$ cat src/rtl/router_fsm_nch.sv
// Router control FSM for a 1-to-N packet router. It decodes the header address,
// sequences FIFO loading for the selected channel, and drops packets that cannot be routed or that stall.
module router_fsm_nch #(
  parameter int unsigned NUM_CH       = 3,
  parameter int unsigned ADDR_W       = 2,
  parameter int unsigned WAIT_TIMEOUT = 0
) (
  input  logic              clk,
  input  logic              resetn,
  input  logic              pkt_valid,
  input  logic [ADDR_W-1:0] data_in,
  input  logic [NUM_CH-1:0] fifo_empty,
  input  logic [NUM_CH-1:0] fifo_full,
  input  logic [NUM_CH-1:0] soft_reset,
  input  logic              parity_done,
  input  logic              low_pkt_valid,
  output logic              detect_add,
  output logic              lfd_state,
  output logic              ld_state,
  output logic              laf_state,
  output logic              full_state,
  output logic              write_enb_reg,
  output logic              rst_int_reg,
  output logic              busy,
  output logic              drop_state,
  output logic [NUM_CH-1:0] dest_sel,
  output logic              wait_timeout
);

  localparam int unsigned      CNT_W    = (WAIT_TIMEOUT > 0) ? $clog2(WAIT_TIMEOUT + 1) : 1;
  localparam logic [CNT_W-1:0] CNT_LAST = CNT_W'((WAIT_TIMEOUT > 0) ? WAIT_TIMEOUT - 1 : 0);
  localparam logic [CNT_W-1:0] CNT_MAX  = {CNT_W{1'b1}};

  typedef enum logic [3:0] {
    DECODE_ADDRESS     = 4'd0,
    LOAD_FIRST_DATA    = 4'd1,
    LOAD_DATA          = 4'd2,
    WAIT_TILL_EMPTY    = 4'd3,
    LOAD_PARITY        = 4'd4,
    CHECK_PARITY_ERROR = 4'd5,
    FIFO_FULL_STATE    = 4'd6,
    LOAD_AFTER_FULL    = 4'd7,
    DROP_PACKET        = 4'd8
  } state_t;

  state_t            r_state;
  logic [ADDR_W-1:0] r_dest;
  logic [CNT_W-1:0]  r_cnt;
  logic              r_wait_to;

  logic [NUM_CH-1:0] w_dest_oh;
  logic [NUM_CH-1:0] w_hdr_oh;
  logic              w_e;
  logic              w_f;
  logic              w_srst;
  logic              w_hdr_empty;
  logic              w_hdr_ok;
  logic              w_timeout;

  // Flags are qualified by masking with the one-hot channel, so no out-of-range index is ever formed.
  assign w_dest_oh   = NUM_CH'(1) << r_dest;
  assign w_hdr_oh    = NUM_CH'(1) << data_in;
  assign w_e         = |(fifo_empty & w_dest_oh);
  assign w_f         = |(fifo_full  & w_dest_oh);
  assign w_srst      = |(soft_reset & w_dest_oh);
  assign w_hdr_empty = |(fifo_empty & w_hdr_oh);
  assign w_hdr_ok    = (32'(data_in) < NUM_CH);
  assign w_timeout   = (WAIT_TIMEOUT > 0) && (r_cnt == CNT_LAST);

  always_ff @(posedge clk) begin
    if (!resetn) begin
      r_state   <= DECODE_ADDRESS;
      r_dest    <= '0;
      r_cnt     <= '0;
      r_wait_to <= 1'b0;
    end else begin
      r_wait_to <= 1'b0;
      // Wait counter: zero on the first WAIT cycle, then counts up and saturates.
      if (r_state != WAIT_TILL_EMPTY) begin
        r_cnt <= '0;
      end else if (r_cnt != CNT_MAX) begin
        r_cnt <= r_cnt + CNT_W'(1);
      end

      if (w_srst && (r_state != DECODE_ADDRESS) && (r_state != DROP_PACKET)) begin
        r_state <= DECODE_ADDRESS;
      end else begin
        case (r_state)
          DECODE_ADDRESS: begin
            if (pkt_valid) begin
              if (w_hdr_ok) begin
                r_dest  <= data_in;
                r_state <= w_hdr_empty ? LOAD_FIRST_DATA : WAIT_TILL_EMPTY;
              end else begin
                r_state <= DROP_PACKET;
              end
            end
          end
          LOAD_FIRST_DATA: r_state <= LOAD_DATA;
          LOAD_DATA: begin
            if (w_f)             r_state <= FIFO_FULL_STATE;
            else if (!pkt_valid) r_state <= LOAD_PARITY;
          end
          LOAD_PARITY:        r_state <= CHECK_PARITY_ERROR;
          CHECK_PARITY_ERROR: r_state <= w_f ? FIFO_FULL_STATE : DECODE_ADDRESS;
          FIFO_FULL_STATE: begin
            if (!w_f) r_state <= LOAD_AFTER_FULL;
          end
          LOAD_AFTER_FULL: begin
            if (parity_done)        r_state <= DECODE_ADDRESS;
            else if (low_pkt_valid) r_state <= LOAD_PARITY;
            else                    r_state <= LOAD_DATA;
          end
          WAIT_TILL_EMPTY: begin
            if (w_e) begin
              r_state <= LOAD_FIRST_DATA;
            end else if (w_timeout) begin
              r_state   <= DROP_PACKET;
              r_wait_to <= 1'b1;
            end
          end
          DROP_PACKET: begin
            if (!pkt_valid) r_state <= DECODE_ADDRESS;
          end
          default: r_state <= DECODE_ADDRESS;
        endcase
      end
    end
  end

  // Moore outputs decoded straight from the state register.
  assign detect_add    = (r_state == DECODE_ADDRESS);
  assign lfd_state     = (r_state == LOAD_FIRST_DATA);
  assign ld_state      = (r_state == LOAD_DATA);
  assign laf_state     = (r_state == LOAD_AFTER_FULL);
  assign full_state    = (r_state == FIFO_FULL_STATE);
  assign rst_int_reg   = (r_state == CHECK_PARITY_ERROR);
  assign drop_state    = (r_state == DROP_PACKET);
  assign write_enb_reg = (r_state == LOAD_DATA) || (r_state == LOAD_PARITY) ||
                         (r_state == FIFO_FULL_STATE) || (r_state == LOAD_AFTER_FULL);
  assign busy          = (r_state != DECODE_ADDRESS);
  assign dest_sel      = ((r_state == DECODE_ADDRESS) || (r_state == DROP_PACKET)) ? '0 : w_dest_oh;
  assign wait_timeout  = r_wait_to;

endmodule

$ cat config.mk
export PLATFORM = sky130hd
export DESIGN_NAME = router_fsm_nch
export DESIGN_NICKNAME = d
export VERILOG_FILES = /design/src/rtl/router_fsm_nch.sv
export SDC_FILE = /design/constraint.sdc
export NUM_CORES = 1
export LEC_CHECK = 0
export CAP_MARGIN = 20
export CORE_UTILIZATION = 40
export CTS_CLUSTER_DIAMETER = 30
export DETAILED_ROUTE_END_ITERATION = 7
export HOLD_SLACK_MARGIN = 0.02
export MAX_ROUTING_LAYER = met4
export PLACE_DENSITY = 0.78
export SETUP_SLACK_MARGIN = 0.05
export SLEW_MARGIN = 20
export SYNTH_ARGS = -nofsm -noshare
export SYNTH_HDL_FRONTEND = slang
export SYNTH_SLANG_ARGS = --single-unit
$ cat constraint.sdc
create_clock -name clk -period 1.9 [get_ports clk]
set_input_delay 0.57 -clock clk [delete_from_list [all_inputs] [get_ports clk]]
set_output_delay 0.57 -clock clk [all_outputs]
set_load 0.02 [all_outputs]
==> results of run 1 <==
power breakdown:
part           internal, mW  switching, mW  total (mW)
logic                 0.540          0.514        1.05
clock network        0.0719         0.0520       0.124
registers             0.174         0.0650       0.239
total                 0.786          0.631        1.42
per-stage QoR:
stage	total power, mW	hold WS (ns)	utilization [%]
2_1_floorplan	0.726	0.624	-
3_3_place_gp	1.20	0.611	80.6
3_5_place_dp	1.23	0.632	80.6
4_1_cts	1.36	0.727	83.8
5_1_grt	1.53	0.760	83.3
6_report	1.42	0.732	83.3
synth_stat cells (2+ instances only):
cell / number
a21oi_1: 3
and3b_1: 2
inv_1: 5
o21ai_1: 2
nor2b_1: 2
nor3_1: 6
buf_4: 2
buf_2: 2
mux2_2: 3
nor2_1: 6
nand2b_1: 2
dfxtp_1: 6
a31oi_1: 3
clkbuf_1: 2
nand2_1: 6
registers in the layout (all words and copies together), names as in the netlist:
signal,cells
r_state,4
r_dest,2
worst min path at each step:
stage                                    endpoint  cells past startpoint
after detailed placement  r_state[0]$_SDFFE_PP0P_                      2
after floorplan            r_dest[1]$_SDFFE_PN0P_                      2
final                      r_dest[1]$_SDFFE_PN0P_                      2
after global placement    r_state[0]$_SDFFE_PP0P_                      2
after global routing      r_state[0]$_SDFFE_PP0P_                      3
after CTS                 r_state[0]$_SDFFE_PP0P_                      3
cell families after synthesis:
logic type / Yosys count / synth area share (%)
AND/OR/NAND/NOR: 34 / 32.0
AO/OA/AOI/OAI: 24 / 30.8
buffers and inverters: 12 / 8.85
flip-flops: 6 / 19.3
multiplexers: 4 / 7.04
XOR/XNOR: 1 / 1.41
other: 1 / 0.603
repair_timing:
item	4_1_cts	5_1_grt
setup endpoints to repair	14	11
buffers inserted	2	0
pin swaps	4	5
resized for setup	61	18
metal layers:
metal	part of all wire, %	routed length [um]
met3	2.8	62
met5	0	0
met2	49	1090
met4	1.4	31
met1	47	1030
critical path, cell delays in order (launching register included):
cell and delay, ns:
dfxtp_2 0.34, buf_6 0.14, nor4_4 0.28, inv_1 0.06, buf_4 0.16
layout by cell type, fill, tap and decap left out, types with 2 or more instances in the layout:
cell type / instances
clkbuf_2: 4
mux2_2: 2
nor3_1: 4
nor2_1: 6
buf_4: 31
clkdlybuf4s50_1: 10
inv_1: 5
buf_2: 7
nand2b_4: 2
dfxtp_2: 4
dlygate4sd2_1: 4
a21oi_1: 3
and3b_1: 2
clkbuf_4: 3
o21ai_1: 2
a31oi_1: 3
buf_6: 2
nand2_1: 6
area by class of cell:
| type | instances | area (um^2) | area share (%) |
|---|---|---|---|
| Sequential cell | 6 | 129 | 11.3 |
| Tap cell | 15 | 18.8 | 1.65 |
| Timing Repair Buffer | 58 | 445 | 39.1 |
| Multi-Input combinational cell | 64 | 504 | 44.3 |
| Clock buffer | 3 | 22.5 | 1.98 |
| Inverter | 5 | 18.8 | 1.65 |
==> results.ini, run 1 <==
[status]
status = complete, no violations

[die]
ios = 29
row_count = 13
core_um2 = 1370
die_area_um2 = 1720
start_util_pct = 45.5
die_h_um = 41.4
die-width_um = 41.4

[global_route]
grt_pass1_vias = 876
use_met1_pct = 34.2
grt_util_met3_pct = 5.22
grt_max_degree = 9
busiest_layer = met2
grt_pass1_wl_mm = 3.81
antenna_found_initial = 0
grt-ovfl-total = 0
grt_use_met2_pct = 48.8
globalRouteTotalUtil_pct = 29.6

[clocking]
cts-root-buf = clkbuf_4
cts.path.max_buffers = 2
insertion_delay_ns = 0.25
clk_pin_slew_worst_paths_ns = 0.05
htree_num_levels = 1
tritoncts = yes
cts_hold_buf = 0
numCtsBuffers = 3
cts_sinks = 6

[setup_path]
cp.arrival_ns = 1.24
cp-startpoint = r_state[0]$_SDFFE_PP0P_
worst-r2r-cell-count = 5
worstReg2RegStart = r_state[2]$_SDFFE_PP0P_
start_kind = flop
critPathMaxFanout = 8
crit_type = flop to primary output
reg2reg_to = r_state[1]$_SDFFE_PP0P_
endpoint_kind = primary output
reg2reg_slack_ns = 0.14
required_ns = 1.33
cp-endpoint = busy

[sta]
final.period_utilization_pct = 95.0
fin_ws_ns = 0.0949
slew_viol_final = 0
setup-violations-final = 0
grt_setup_unrepaired = yes
period_minus_slack_ns = 1.81
fmax_mhz = 554
tns_ns = 0
hold_viol_final = 0
skew_ns = 0.00376

[finish]
fin_nets = 154
antennaDiodeCount = 0
final_cells = 151
area_growth_pct = 83.1
num-fill-cells = 96
drive_gt1_share_pct = 49.3
stdcell_area_um2 = 1140

[detailed_routing]
num_vias = 820
drc = 0
routed_wl_mm = 2.22
dr.pass1.iters = 4
wl_per_cell_um = 14.7
viasPerCell = 5.43
postRouteAntennaNets = 0
drtIter0Drc = 25

[worst_hold_path]
hold_path.class = flop to flop
holdCritStartpoint = r_dest[1]$_SDFFE_PN0P_

[synthesis]
syn-num-nets = 98
synth_top_cells_by_area = dfxtp_1, mux2_2, nor3_1
yosysWarnings = 0
avgSynthCellArea_um2 = 7.58
synthCells = 82
async_reset_ff_share_pct = 0
synth-main-ff-cell = dfxtp_1
synth_seq_area_share_pct = 19.3
synth-edff-count = 0
netlist_area_um2 = 622
synth.distinct_cells = 45
synth_top_area_share_pct = 19.3
synth_area_leader_cell = dfxtp_1
synth-seq-cells = 6

[pwr]
peakVddDrop_mv = 1.03
p_leak_nw = 0.528
powerDensity_nw_per_um2 = 1240

[placed_design]
dp.cells = 146
gp_congestion = 0.916
dpl_cell_area_um2 = 1100
dp_worst_setup_slack_ns = -0.397
port_buffers = 27
dp_hpwl_mm = 1.82

[flow_run]
drv_cap = 0

No activity file was read; power rests on OpenSTA's default activity.
==> run 2: changes to the inputs <==
Settings changed: CORE_AREA set to 2 2 39 41, CORE_UTILIZATION 40 to unset, DIE_AREA set to 0 0 41 43, DONT_BUFFER_PORTS set to 1, PLACE_DENSITY 0.78 to unset.
==> results.ini, run 2 (synthesis results as in run 1) <==
[placed_design]
dp_hpwl_mm = 1.27  ; was 1.82 mm
dp_worst_setup_slack_ns = 0.108  ; was -0.397 ns
dpl_cell_area_um2 = 749  ; was 1100 um^2
dp.cells = 109  ; was 146
port_buffers = 0  ; was 27
gp_congestion = 0.810  ; was 0.916

[setup_path]
reg2reg_to = r_state[1]$_SDFFE_PP0P_  ; unchanged
required_ns = 1.33  ; about the same
cp.arrival_ns = 1.23  ; was 1.24 ns
critPathMaxFanout = 7  ; was 8
endpoint_kind = primary output  ; unchanged
worst-r2r-cell-count = 5  ; unchanged
start_kind = flop  ; unchanged
crit_type = flop to primary output  ; unchanged
worstReg2RegStart = r_state[2]$_SDFFE_PP0P_  ; unchanged
reg2reg_slack_ns = 0.12  ; was 0.14 ns

[finish]
final_util_pct = 59.5  ; was 83.3%
drive_gt1_share_pct = 41.4  ; was 49.3%
fin_nets = 117  ; was 154
reg.largest.list = r_state x4, r_dest x2  ; unchanged
top_register = r_state  ; unchanged
layout_common_cells = buf_4, nand2_1, nor3_1, nor2_1, inv_1  ; was buf_4, clkdlybuf4s50_1, buf_2
antennaDiodeCount = 0  ; unchanged
final_cells = 115  ; was 151
stdcell_area_um2 = 823  ; was 1140 um^2
mostFrequentLayoutCell = buf_4  ; unchanged
largest_reg_flops = 4  ; unchanged
num-fill-cells = 134  ; was 96
area_growth_pct = 32.4  ; was 83.1%

[global_route]
antenna_found_initial = 0  ; unchanged
globalRouteTotalUtil_pct = 25.3  ; was 29.6%
grt_pass1_vias = 671  ; was 876
grt-ovfl-total = 0  ; unchanged
grt_pass1_wl_mm = 3.00  ; was 3.81 mm
grt_max_degree = 11  ; was 9

[detailed_routing]
dr.pass1.iters = 4  ; unchanged
num_vias = 755  ; was 820
drtIter0Drc = 34  ; was 25
drc = 0  ; unchanged
wl_per_cell_um = 17.7  ; was 14.7 um
postRouteAntennaNets = 0  ; unchanged
routed_wl_mm = 2.03  ; was 2.22 mm
viasPerCell = 6.57  ; was 5.43

[sta]
grt_setup_unrepaired = no  ; was yes
final.period_utilization_pct = 94.7  ; was 95.0%
fmax_mhz = 556  ; was 554 MHz
skew_ns = 0.000390  ; was 0.00376 ns
fin_ws_ns = 0.101  ; was 0.0949 ns
slew_viol_final = 0  ; unchanged
period_minus_slack_ns = 1.80  ; was 1.81 ns
tns_ns = 0  ; unchanged
holdWs_ns = 0.466  ; was 0.732 ns
hold_viol_final = 0  ; unchanged
setup-violations-final = 0  ; unchanged

[pwr]
powerDensity_nw_per_um2 = 1470  ; was 1240 nW/um^2
power.total_mw = 1.21  ; was 1.42 mW
peakVddDrop_mv = 0.846  ; was 1.03 mV
p_leak_nw = 0.346  ; was 0.528 nW

[flow_run]
drv_cap = 0  ; unchanged

[die]
ios = 29  ; unchanged
row_count = 14  ; was 13
die_area_um2 = 1760  ; was 1720 um^2
start_util_pct = 44.9  ; was 45.5%
die_h_um = 43  ; was 41.4 um
core_um2 = 1380  ; was 1370 um^2
die-width_um = 41  ; was 41.4 um

[clocking]
htree_num_levels = 1  ; unchanged
tritoncts = yes  ; unchanged
numCtsBuffers = 3  ; unchanged
cts_hold_buf = 0  ; unchanged
cts.path.max_buffers = 2  ; unchanged
clk_pin_slew_worst_paths_ns = 0.04  ; was 0.05 ns
cts_sinks = 6  ; unchanged
insertion_delay_ns = 0.24  ; was 0.25 ns
cts-root-buf = clkbuf_4  ; unchanged

[worst_hold_path]
hold_end = r_dest[1]$_SDFFE_PN0P_  ; unchanged
hold_path.class = input port to flop  ; was flop to flop
holdCritStartpoint = resetn  ; was r_dest[1]$_SDFFE_PN0P_
min_path_cells = 1  ; was 2

[status]
status = complete, no violations  ; unchanged

run 2: power by group:
group          internal (mW)  leakage, nW  switching (mW)
sequential             0.179       0.0525          0.0927
clock                 0.0712       0.0138          0.0426
combinational          0.391        0.279           0.431
total                  0.641        0.346           0.566
run 2: worst max-delay path, cell delays in order, from the launching register on:
cell,delay [ns]
dfxtp_4,0.36
buf_6,0.13
nor4_4,0.30
buf_4,0.20
run 2: layout make-up:
cell class	instances	area (um^2)	share of cell area (%)
multi-input combinational	64	465	56.5
timing repair buffer	21	161	19.6
sequential	6	135	16.4
clock buffer	3	22.5	2.74
tap	16	20.0	2.43
inverter	5	18.8	2.28
run 2: repair_timing:
action	in CTS	in global routing
endpoints found under the setup margin	11	11
buffers inserted	3	0
pin swaps	1	1
resized for setup	6	8
gates cloned	0	0
run 2: how the worst max path moves through the flow:
stage	startpoint	endpoint	cells after the start
global placement	data_in[1]	r_state[1]$_SDFFE_PP0P_	4
global route	r_state[0]$_SDFFE_PP0P_	detect_add	3
floorplan	r_state[2]$_SDFFE_PP0P_	full_state	3
detailed placement	data_in[1]	r_state[1]$_SDFFE_PP0P_	4
finish	r_state[0]$_SDFFE_PP0P_	detect_add	3
CTS	r_state[1]$_SDFFE_PP0P_	dest_sel[2]	4
run 2: per-layer routing:
metal / GRT usage, % / wire length [um] / vias to the layer above
li1: - / - / 347
met2: 39.7 / 1040 / 48
met1: 31.4 / 784 / 353
met5: - / 0 / -
met4: 10.0 / 34 / 0
met3: 3.14 / 177 / 7
==> run 3: changes to the inputs <==
Settings changed: REMOVE_ABC_BUFFERS set to 1.
==> results.ini, run 3 (synthesis results as in run 1) <==
[status]
status = complete, no violations  ; unchanged

[setup_path]
worst-r2r-cell-count = 4  ; was 5
start_kind = flop  ; unchanged
crit_type = flop to primary output  ; unchanged
endpoint_kind = primary output  ; unchanged
cp.arrival_ns = 1.21  ; was 1.23 ns
required_ns = 1.33  ; about the same
critPathMaxFanout = 10  ; was 7

[global_route]
grt-ovfl-total = 0  ; unchanged
antenna_found_initial = 0  ; unchanged
globalRouteTotalUtil_pct = 21.3  ; was 25.3%
grt_max_degree = 11  ; unchanged
grt_pass1_vias = 632  ; was 671
grt_pass1_wl_mm = 2.54  ; was 3.00 mm

[die]
core_um2 = 1380  ; unchanged
ios = 29  ; unchanged
die_area_um2 = 1760  ; unchanged
start_util_pct = 44.9  ; unchanged
die-width_um = 41  ; unchanged
die_h_um = 43  ; unchanged
row_count = 14  ; unchanged

[clocking]
numCtsBuffers = 3  ; unchanged
insertion_delay_ns = 0.24  ; about the same
cts_hold_buf = 0  ; unchanged
cts.path.max_buffers = 2  ; unchanged
tritoncts = yes  ; unchanged
cts-root-buf = clkbuf_4  ; unchanged
cts_sinks = 6  ; unchanged
htree_num_levels = 1  ; unchanged
clk_pin_slew_worst_paths_ns = 0.05  ; was 0.04 ns

[worst_hold_path]
hold_path.class = input port to flop  ; unchanged
min_path_cells = 1  ; unchanged

[flow_run]
drv_cap = 0  ; unchanged

[finish]
num-fill-cells = 123  ; was 134
mostFrequentLayoutCell = buf_4  ; unchanged
stdcell_area_um2 = 781  ; was 823 um^2
area_growth_pct = 25.6  ; was 32.4%
largest_reg_flops = 4  ; unchanged
final_util_pct = 56.4  ; was 59.5%
antennaDiodeCount = 0  ; unchanged
layout_common_cells = buf_4, nand2_1, nor3_1, nor2_1, inv_1  ; unchanged
reg.largest.list = r_state x4, r_dest x2  ; unchanged
top_register = r_state  ; unchanged
drive_gt1_share_pct = 38.9  ; was 41.4%
fin_nets = 113  ; was 117

[sta]
slew_viol_final = 0  ; unchanged
holdWs_ns = 0.456  ; was 0.466 ns
hold_viol_final = 0  ; unchanged
max_slew_margin_pct = 66.2
tns_ns = 0  ; unchanged
period_minus_slack_ns = 1.78  ; was 1.80 ns
skew_ns = 0.00337  ; was 0.000390 ns
final.period_utilization_pct = 93.9  ; was 94.7%
tightest_slew_ns = 0.494
fmax_mhz = 561  ; was 556 MHz
setup-violations-final = 0  ; unchanged
grt_setup_unrepaired = no  ; unchanged

[pwr]
p_leak_nw = 0.319  ; was 0.346 nW
powerDensity_nw_per_um2 = 1440  ; was 1470 nW/um^2
peakVddDrop_mv = 0.677  ; was 0.846 mV

[detailed_routing]
viasPerCell = 6.05  ; was 6.57
drtIter0Drc = 11  ; was 34
drc = 0  ; unchanged
routed_wl_mm = 1.59  ; was 2.03 mm
num_vias = 671  ; was 755
wl_per_cell_um = 14.4  ; was 17.7 um
postRouteAntennaNets = 0  ; unchanged
dr.pass1.iters = 4  ; unchanged

[placed_design]
dpl_cell_area_um2 = 726  ; was 749 um^2
port_buffers = 0  ; unchanged
gp_congestion = 0.844  ; was 0.810
dp_hpwl_mm = 1.26  ; was 1.27 mm

==> run 3: cell types whose count changed in the layout (fill, tap and decap cells not counted), sizes merged <==
| cell | delta |
|---|---|
| buf | -4 |
==> run 3: per-layer routing <==
metal | vias to the layer above | global-route usage, % | part of all wire (%)
met3 | 0 | 8.38 | 8.2
met1 | 306 | 25.8 | 44
li1 | 338 | - | -
met4 | 0 | 6.00 | 0
met5 | - | - | 0
met2 | 27 | 31.9 | 47
==> run 3: repair_timing <==
item | in CTS | in global routing
cloned | 0 | 0
endpoints found under the setup margin | 10 | 8
pin swaps | 0 | 0
setup buffers | 0 | 1
gates resized for setup | 3 | 8
==> run 3: layout make-up <==
cell class                      instances  area (um^2)  area share [%]
Tap cell                               16         20.0            2.56
Clock buffer                            3         22.5            2.88
Timing Repair Buffer                   17          128            16.3
Multi-Input combinational cell         64          460            59.0
Sequential cell                         6          131            16.8
Inverter                                5         18.8            2.40
==> run 3: path summary, 6_finish.rpt <==
kind | startpoint | end | slack (ns)
max | r_state[3]$_SDFFE_PP0P_ | rst_int_reg | 0.12
min reg2reg | r_state[0]$_SDFFE_PP0P_ | r_state[0]$_SDFFE_PP0P_ | 0.54
max reg2reg | r_dest[1]$_SDFFE_PN0P_ | r_state[1]$_SDFFE_PP0P_ | 0.17
min | resetn | r_dest[0]$_SDFFE_PN0P_ | 0.46
==> run 3: power by group <==
| part | total [mW] | internal, mW | switching, mW |
|---|---|---|---|
| Combinational | 0.740 | 0.353 | 0.387 |
| Clock | 0.117 | 0.0714 | 0.0457 |
| Sequential | 0.266 | 0.173 | 0.0927 |
==> run 3: through the flow <==
step	setup slack, ns	power (mW)	cells
floorplan	0.0745	0.678	75
global placement	0.156	0.946	107
finish	0.116	1.12	111
CTS	0.0125	1.08	110
global route	0.0536	1.22	111
detailed placement	0.130	0.952	107
==> run 3: critical path: stages, from the launching register on <==
cell	delay, ns
dfxtp_2	0.43
nand2b_1	0.22
inv_1	0.07
and3_1	0.25
